<file path="src/rtl/key_debounce_repeat.sv">
`default_nettype none
// ============================================================================
// Module      : key_debounce_repeat
// Description : Per-key two-flop synchronizer, stability-count debouncer and
//               IDLE/HOLD/REPEAT auto-repeat engine for active-low buttons.
// Revision    : 1.0 - initial release
// ============================================================================
module key_debounce_repeat #(
    parameter int N_KEYS          = 4,
    parameter int DEBOUNCE_CYCLES = 1000000,
    parameter int REPEAT_DELAY    = 25000000,
    parameter int REPEAT_RATE     = 5000000
) (
    input  logic              CLOCK_50,
    input  logic              RESET_N,
    input  logic [N_KEYS-1:0] KEY,
    input  logic [N_KEYS-1:0] REPEAT_EN,
    output logic [N_KEYS-1:0] KEY_STATE,
    output logic [N_KEYS-1:0] PRESS,
    output logic [N_KEYS-1:0] RELEASE
);

    // One counter width covers all three intervals.
    localparam int c_MAX_A     = (DEBOUNCE_CYCLES > REPEAT_DELAY) ? DEBOUNCE_CYCLES : REPEAT_DELAY;
    localparam int c_MAX_PARAM = (c_MAX_A > REPEAT_RATE) ? c_MAX_A : REPEAT_RATE;
    localparam int c_CNT_W     = $clog2(c_MAX_PARAM) + 1;

    // Terminal values: an event fires when the old count equals interval-1.
    localparam logic [c_CNT_W-1:0] c_DEB_LAST   = c_CNT_W'(DEBOUNCE_CYCLES - 1);
    localparam logic [c_CNT_W-1:0] c_DELAY_LAST = c_CNT_W'(REPEAT_DELAY - 1);
    localparam logic [c_CNT_W-1:0] c_RATE_LAST  = c_CNT_W'(REPEAT_RATE - 1);
    localparam logic [c_CNT_W-1:0] c_CNT_MAX    = '1;

    typedef enum logic [1:0] {
        ST_IDLE   = 2'd0,
        ST_HOLD   = 2'd1,
        ST_REPEAT = 2'd2
    } rep_state_t;

    generate
        for (genvar i = 0; i < N_KEYS; i++) begin : g_key
            logic               r_sync1;
            logic               r_sync2;
            logic               r_key_state;
            logic               r_press;
            logic               r_release;
            logic [c_CNT_W-1:0] r_stab_cnt;
            logic [c_CNT_W-1:0] r_rep_cnt;
            rep_state_t         r_fsm;

            logic               w_level;
            logic               w_differs;
            logic               w_accept;

            // Synchronized level is active-high; the raw button is active-low.
            assign w_level   = ~r_sync2;
            assign w_differs = w_level ^ r_key_state;
            assign w_accept  = w_differs && (r_stab_cnt >= c_DEB_LAST);

            // Two-flop synchronizer, reset to the released level.
            always_ff @(posedge CLOCK_50 or negedge RESET_N) begin
                if (!RESET_N) begin
                    r_sync1 <= 1'b1;
                    r_sync2 <= 1'b1;
                end else begin
                    r_sync1 <= KEY[i];
                    r_sync2 <= r_sync1;
                end
            end

            // Debounce counter plus repeat FSM with registered pulse outputs.
            always_ff @(posedge CLOCK_50 or negedge RESET_N) begin
                if (!RESET_N) begin
                    r_key_state <= 1'b0;
                    r_press     <= 1'b0;
                    r_release   <= 1'b0;
                    r_stab_cnt  <= '0;
                    r_rep_cnt   <= '0;
                    r_fsm       <= ST_IDLE;
                end else begin
                    r_press   <= 1'b0;
                    r_release <= w_accept && !w_level;

                    if (!w_differs) begin
                        r_stab_cnt <= '0;
                    end else if (w_accept) begin
                        r_stab_cnt  <= '0;
                        r_key_state <= w_level;
                    end else if (r_stab_cnt != c_CNT_MAX) begin
                        r_stab_cnt <= r_stab_cnt + 1'b1;
                    end

                    case (r_fsm)
                        ST_IDLE: begin
                            if (w_accept && w_level) begin
                                r_press   <= 1'b1;
                                r_rep_cnt <= '0;
                                r_fsm     <= ST_HOLD;
                            end
                        end
                        ST_HOLD, ST_REPEAT: begin
                            if (w_accept && !w_level) begin
                                r_rep_cnt <= '0;
                                r_fsm     <= ST_IDLE;
                            end else if (!REPEAT_EN[i]) begin
                                r_rep_cnt <= '0;
                            end else if (r_rep_cnt >= ((r_fsm == ST_HOLD) ? c_DELAY_LAST : c_RATE_LAST)) begin
                                r_press   <= 1'b1;
                                r_rep_cnt <= '0;
                                r_fsm     <= ST_REPEAT;
                            end else if (r_rep_cnt != c_CNT_MAX) begin
                                r_rep_cnt <= r_rep_cnt + 1'b1;
                            end
                        end
                        default: begin
                            r_rep_cnt <= '0;
                            r_fsm     <= ST_IDLE;
                        end
                    endcase
                end
            end

            assign KEY_STATE[i] = r_key_state;
            assign PRESS[i]     = r_press;
            assign RELEASE[i]   = r_release;
        end
    endgenerate

endmodule
`default_nettype wire
</file>
<file path="config.mk">
export PLATFORM = sky130hd
export DESIGN_NAME = key_debounce_repeat
export DESIGN_NICKNAME = d
export VERILOG_FILES = /design/src/rtl/key_debounce_repeat.sv
export SDC_FILE = /design/constraint.sdc
export NUM_CORES = 1
export LEC_CHECK = 0
export ABC_AREA = 1
export CORE_MARGIN = 2
export CORE_UTILIZATION = 40
export DETAILED_ROUTE_END_ITERATION = 7
export HOLD_SLACK_MARGIN = 0.02
export PLACE_DENSITY_LB_ADDON = 0.05
export SLEW_MARGIN = 0
export SYNTH_ARGS = -nofsm -noshare
export SYNTH_HDL_FRONTEND = slang
export SYNTH_SLANG_ARGS = --single-unit
export TNS_END_PERCENT = 1
</file>
<file path="constraint.sdc">
create_clock -name CLOCK_50 -period 2.85 [get_ports CLOCK_50]
set_input_delay 0.7125 -clock CLOCK_50 [delete_from_list [all_inputs] [get_ports CLOCK_50]]
set_output_delay 0.7125 -clock CLOCK_50 [all_outputs]
set_load 0.05 [all_outputs]
</file>
=== Yosys cells after proc, flatten, opt, wreduce, memory -nomap -nowiden ===
Cells that the tools add are included.

* Flip-flop bits (word level): 236
* Bits of input ports: 10
* Output and inout bits: 12
* Logic and storage cells: 204

* $add $sub $neg: 8
* Order comparisons: 8
* Equal/unequal tests: 36
* Multiplexer cells: 80
* Bitwise logic cells: 8
* Reduce and logical (&&, ||, !) cells: 32

{| class="wikitable"
|+ Operators with widths
! operator !! count
|-
| 26-bit two-way mux || 32
|-
| 26-bit by 1-bit adder with 26-bit output (second input constant) || 8
|-
| 26-bit inequality test (second input constant) || 8
|-
| 26-bit case mux with 2 select lines || 4
|-
| 26-bit by 20-bit >= comparator with 1-bit output (second input constant) || 4
|-
| 26-bit by 25-bit >= comparator with 1-bit output || 4
|-
| 25-bit two-way mux || 4
|-
| 2-bit two-way mux || 16
|-
| 3-bit inequality test (second input constant) || 8
|-
| 5-bit inequality test (second input constant) || 4
|-
| 1-bit two-way mux || 16
|-
| 2-bit case mux with 2 select lines || 4
|-
| 2-bit AND reduction || 8
|-
| 1-bit logical AND || 12
|-
| 3-bit by 1-bit inequality test with 1-bit output (second input constant) || 4
|-
| 3-bit AND reduction || 4
|-
| 2-bit by 1-bit equality test with 1-bit output (second input constant) || 4
|-
| 2-bit equality test (second input constant) || 4
|-
| 2-bit logical NOT || 4
|-
| 2-bit inequality test (second input constant) || 4
|-
| 1-bit case mux with 2 select lines || 4
|-
| 2-bit OR reduction || 4
|-
| 1-bit NOT || 4
|-
| 1-bit XOR || 4
|}

=== Logic depth before layout (Yosys ltp) ===
* Depth in word-level cells: 7
* Gate-level depth with buffers: 17
* Gate-level depth less buffers: 17

=== Worst setup path before layout ===
Ideal clock, no wire load.

* Kind: flip-flop to flip-flop
* Start point: register g_key[0].r_fsm[0]
* End point: register g_key[0].r_rep_cnt[15]
* Setup time: 66 ps
* Data arrival time: 2,042 ps
* Data required time: 2,784 ps
* Setup slack: 742 ps
* Stages on the path, launching flop included: 15
* Buffers on the path: 1
* Clock period less this slack: 2,108 ps
* Cell sequence: dfrtp_1 -> ha_1 -> inv_1 -> ha_1 -> a21oi_1 -> o21ai_0 -> nand2_1 -> nand2_1 -> nand2_1 -> nand3_1 -> nor2_1 -> and2_4 -> buf_6 -> nand3_1 -> nand2_1

* Word-level cells in the longest chain between the ends: 7
* Elaborated cells between the ends (all ways): 13
* Those cells by class: order compare (1); eq/ne (4); mux (5); reduce/logical (3)

{| class="wikitable"
|+ Ends and longest elaborated chain
! item !! line !! source
|-
| start, declared || 49 || <nowiki>rep_state_t r_fsm;</nowiki>
|-
| start signal, assigned || 79 || <nowiki>r_fsm <= ST_IDLE;</nowiki>
|-
| start signal, assigned || 98 || <nowiki>r_fsm <= ST_HOLD;</nowiki>
|-
| start signal, assigned || 104 || <nowiki>r_fsm <= ST_IDLE;</nowiki>
|-
| 2-bit by 1-bit equality test with 1-bit output || 93, 107 ||
|-
| 25-bit two-way mux || 107 || <nowiki>end else if (r_rep_cnt >= ((r_fsm == ST_HOLD) ? c_DELAY_LAST : c_RATE_LAST)) begin</nowiki>
|-
| 26-bit by 25-bit >= comparator with 1-bit output || 107 ||
|-
| 26-bit two-way mux || 107 ||
|-
| 26-bit two-way mux || 105 || <nowiki>end else if (!REPEAT_EN[i]) begin</nowiki>
|-
| 26-bit two-way mux || 102 || <nowiki>if (w_accept && !w_level) begin</nowiki>
|-
| 26-bit case mux with 2 select lines || 93 || <nowiki>case (r_fsm)</nowiki>
|-
| end signal, assigned || 112 || <nowiki>r_rep_cnt <= r_rep_cnt + 1'b1;</nowiki>
|-
| end, declared || 48 || <nowiki>logic [c_CNT_W-1:0] r_rep_cnt;</nowiki>
|}

Parallel ways exist; a longest one is shown, timed or not.
A chain may end at the register's enable or synchronous reset.

=== Final worst setup path ===
* Start point: register g_key[3].r_key_state
* End point: output KEY_STATE[3]

{| class="wikitable"
|+ RTL lines
! item !! line !! source
|-
| start, declared || 44 || <nowiki>logic r_key_state;</nowiki>
|-
| start signal, assigned || 88 || <nowiki>r_key_state <= w_level;</nowiki>
|-
| end, declared || 18 || <nowiki>output logic [N_KEYS-1:0] KEY_STATE,</nowiki>
|}

No word-level cell between the ends.

==> metrics.md <==
| Metric | Value |
|---|---|
| CTS Root Cell | `clkbuf_16` |
| Main combinational cell family by area after synthesis | `simple AND/OR/NAND/NOR gates` |
| Leak | `7.94 nW` |
| Endpoint kind of the worst setup timing path | `output port` |
| Avg Cell Area, Syn | `7.26 um^2` |
| Hold bufs inserted after CTS | `0` |
| Total congestion overflow | `0` |
| Post-synthesis instance area | `0.0150 mm^2` |
| Cell type of the slowest stage on the worst timing path | `clkdlybuf4s50_1` |
| Number of max-cap violations | `0` |
| Clock sink count | `236` |
| Distinct cells, synth | `46` |
| Shortest period the worst path allows | `2.49 ns` |
| Primary flip-flop cell chosen by synthesis mapping | `dfrtp_1` |
| Result of the run | `finished clean` |
| FF-to-FF path depth | `15` |
| Initial DRC count | `806` |
| Proportion of synthesized area in mux cells | `0%` |
| RSZ-0062 raised after global routing | `false` |
| Pins over their slew limit | `0` |
| Largest driver fanout on the critical path | `4` |
| Row Count | `70` |
| Worst-case setup slack after placement | `0.209 ns` |
| Power density over the cells | `655 mW/mm^2` |
| Non-Filler Instances | `2596` |
| Post-Synth Adder-Cell Area | `4.34%` |
| Synthesized instance count | `2064` |
| Met1 track utilization from global routing | `26.4%` |
| Delay of the slowest critical-path stage | `0.84 ns` |
| Layout overhead on the synthesized area | `11.4%` |
| Least-Margin Pin Slew | `0.647 ns` |
| Final hold violation count | `0` |
| Filler cell count | `3726` |
| Drt drc | `0` |
| Number of global-route vias before repair | `12900` |
| Crit-path cells | `clkdlybuf4s50_1` |
| Async set-reset flop share out of synthesis | `100%` |
| Fraction of final layout cells with drive strength greater than 1 | `6.53%` |
| Net count of the finished layout | `2168` |
| Number of antenna violations at the first check in global routing | `0` |
| Busiest layer in global routing | `met2` |
| Share of the synthesized area in compound gates (AO/OA/AOI/OAI) | `5.27%` |
| Pre-Repair DR Iteration Count | `5` |
| Clock transition at the register clock pins on the worst setup and hold paths after CTS | `0.05 ns` |
| Initial Utilization | `40.8%` |
| Post-synthesis simple-gate area fraction | `36.9%` |
| Multi-input combinational cell area | `0.00791 mm^2` |
| Worst flop-to-flop path endpoint | `g_key[1].r_rep_cnt[8]` |
| Number of enable-type register cells in the synthesized netlist | `0` |
| Worst Setup Path Type | `reg2out` |
| Wire length of the first global-routing pass | `62.3 mm` |
| Clk_lat worst skew | `0.57 ns` |
| Cell type group with the largest total delay on the critical path | `buffers and inverters` |
| Crit share post-route | `87.5%` |
| Global-route usage over all layers | `19.1%` |
| Top achievable clock speed | `401 MHz` |
| Sequential Area | `0.00592 mm^2` |
| Post-route setup slack | `0.357 ns` |
| Worst R2R Start | `g_key[1].r_fsm[0]` |
| Worst endpoint data arrival time | `1.78 ns` |
| Number of cells after detailed placement | `2542` |
| Critical Path Source Type | `flop` |
| Commonest cells in the synthesized netlist | `nand2_1 (514), nor2_1 (302), inv_1 (236)` |
| Antenna Nets Post-Route | `0` |
| Detailed placer's ending HPWL | `25.6 mm` |
| Buffers and inverters on the worst path | `1` |
| GR met3 Demand/Resource | `2.71%` |
| Cells taking the most area after synthesis | `dfrtp_1 (38%), nand2_1 (13%), nand3_1 (7.7%), nor2_1 (7.6%), inv_1 (5.9%)` |
| Clock buffer depth | `3` |
| # setup viols final | `0` |
| Io pins | `22` |
| Total wirelength of the detailed-routed design | `35.5 mm` |
| Die span in y | `198 um` |
| IO Port Bufs | `21` |
| Setup slack, reg-to-reg | `0.36 ns` |
| Tightest Hold Check Type | `in2async` |
| Number of vias per cell after detailed routing | `5.00` |
| Weighted congestion at the end of routability-driven global placement | `0.888` |
| Diode count | `0` |
| Floorplan die width | `198 um` |
| Total via count in the routed design | `13000` |
| Core region area | `0.0368 mm^2` |
| Seq cells post-synth | `236` |
| Worst setup skew after layout | `0.00891 ns` |
| Slew headroom | `56.7%` |
| Area share of the largest cell type after synthesis | `38.1%` |
| XOR/XNOR share of the synthesized area | `5.61%` |
| Sum Neg Setup Slack | `0 ns` |
| Buffers inserted by post-CTS timing repair | `0` |
| Met2 global-route usage | `31.9%` |
| Peak supply drop | `0.434 mV` |
| DIE AREA | `0.0390 mm^2` |
| Sequential fraction of the synthesis area | `39.5%` |
| Count of H-tree levels built during CTS | `1` |
| Library cell with the largest summed area after synthesis | `dfrtp_1` |
| Wirelength per Cell | `13.7 um` |
| TritonCTS clock tree | `yes` |
| Pin count of the biggest net entering global routing | `58` |
| Most common cell in the netlist | `nand2_1` |
| Cts bufs inserted | `30` |
| Synth warn | `0` |
| WP data required | `2.14 ns` |
==> placed cells by master (no fill, tap or decap), drive strengths merged, types with 24 or more instances in the layout <==
cell and instances:
dfrtp 228, nor2 313, xor2 79, nor3 79, nand2 528, inv 248, ha 52, a21oi 54
nand3 243, o21ai 44, nand4 58, conb 24, clkbuf 50
==> sequential cells by signal, summed over array words and instances (netlist names) <==
name / count
g_key.r_fsm: 8
g_key.r_release: 4
g_key.r_sync2: 4
g_key.r_stab_cnt: 104
g_key.r_rep_cnt: 104
g_key.r_press: 4
g_key.r_sync1: 4
g_key.r_key_state: 4
==> stage by stage <==
step	utilization, %	instance area [um^2]	power (W)	hold WS, ns
after floorplan	-	15100	0.00658	0.345
after global placement	42.8	15700	0.00732	0.346
after detailed placement	42.8	15700	0.00738	0.347
after CTS	45.4	16700	0.0111	0.0786
after global routing	45.4	16700	0.0117	0.105
final	45.4	16700	0.0109	0.0905
==> cell type report <==
class | instances | share of cell area (%)
well taps | 468 | 3.51
clock buffers | 50 | 5.43
flip-flops and latches | 236 | 35.4
repair buffers | 38 | 2.43
clock inverters | 4 | 0.270
multi-input cells | 1552 | 47.4
inverters | 248 | 5.58
==> per-layer routing <==
metal,up-vias,wire [um],share of wire [%]
met2,166,16000,45
met1,6057,17700,50
met4,0,636,1.8
met5,-,0,0
met3,50,1180,3.3
li1,6719,-,-
==> how the worst max path moves through the flow <==
stage	from	endpoint	slack (ns)	depth (start not counted)
after CTS	g_key[2].r_fsm[0]	g_key[2].r_rep_cnt[11]	0.22	12
after global placement	g_key[2].r_fsm[0]	g_key[2].r_rep_cnt[11]	0.28	12
after detailed placement	g_key[2].r_fsm[0]	g_key[2].r_rep_cnt[11]	0.21	12
after global routing	g_key[0].r_fsm[1]	g_key[0].r_rep_cnt[11]	0.03	14
final	g_key[3].r_key_state	KEY_STATE[3]	0.36	1
after floorplan	g_key[0].r_fsm[0]	g_key[0].r_rep_cnt[15]	0.74	14
==> report_power, final <==
group	switching, W	leakage [nW]	internal (W)
clock network	0.00142	0.466	0.00223
registers	0.000295	3.16	0.00365
logic	0.00235	4.31	0.000990
==> cell families (layout without fill, tap and decap cells) <==
family          count (synthesis)  after routing
compound gates                132            132
xor+xnor                       96             96
fa+ha+maj                      52             52
buf+inv                       299            340
flops                         236            236
other cells                     1             24
simple gates                 1248           1248
==> timing repair <==
action | 4_1_cts | 5_1_grt
gates resized for setup | 0 | 3
hold endpoints to repair | 0 | 0
endpoints found under the setup margin | 0 | 39
(Power assumes the default switching activity.)
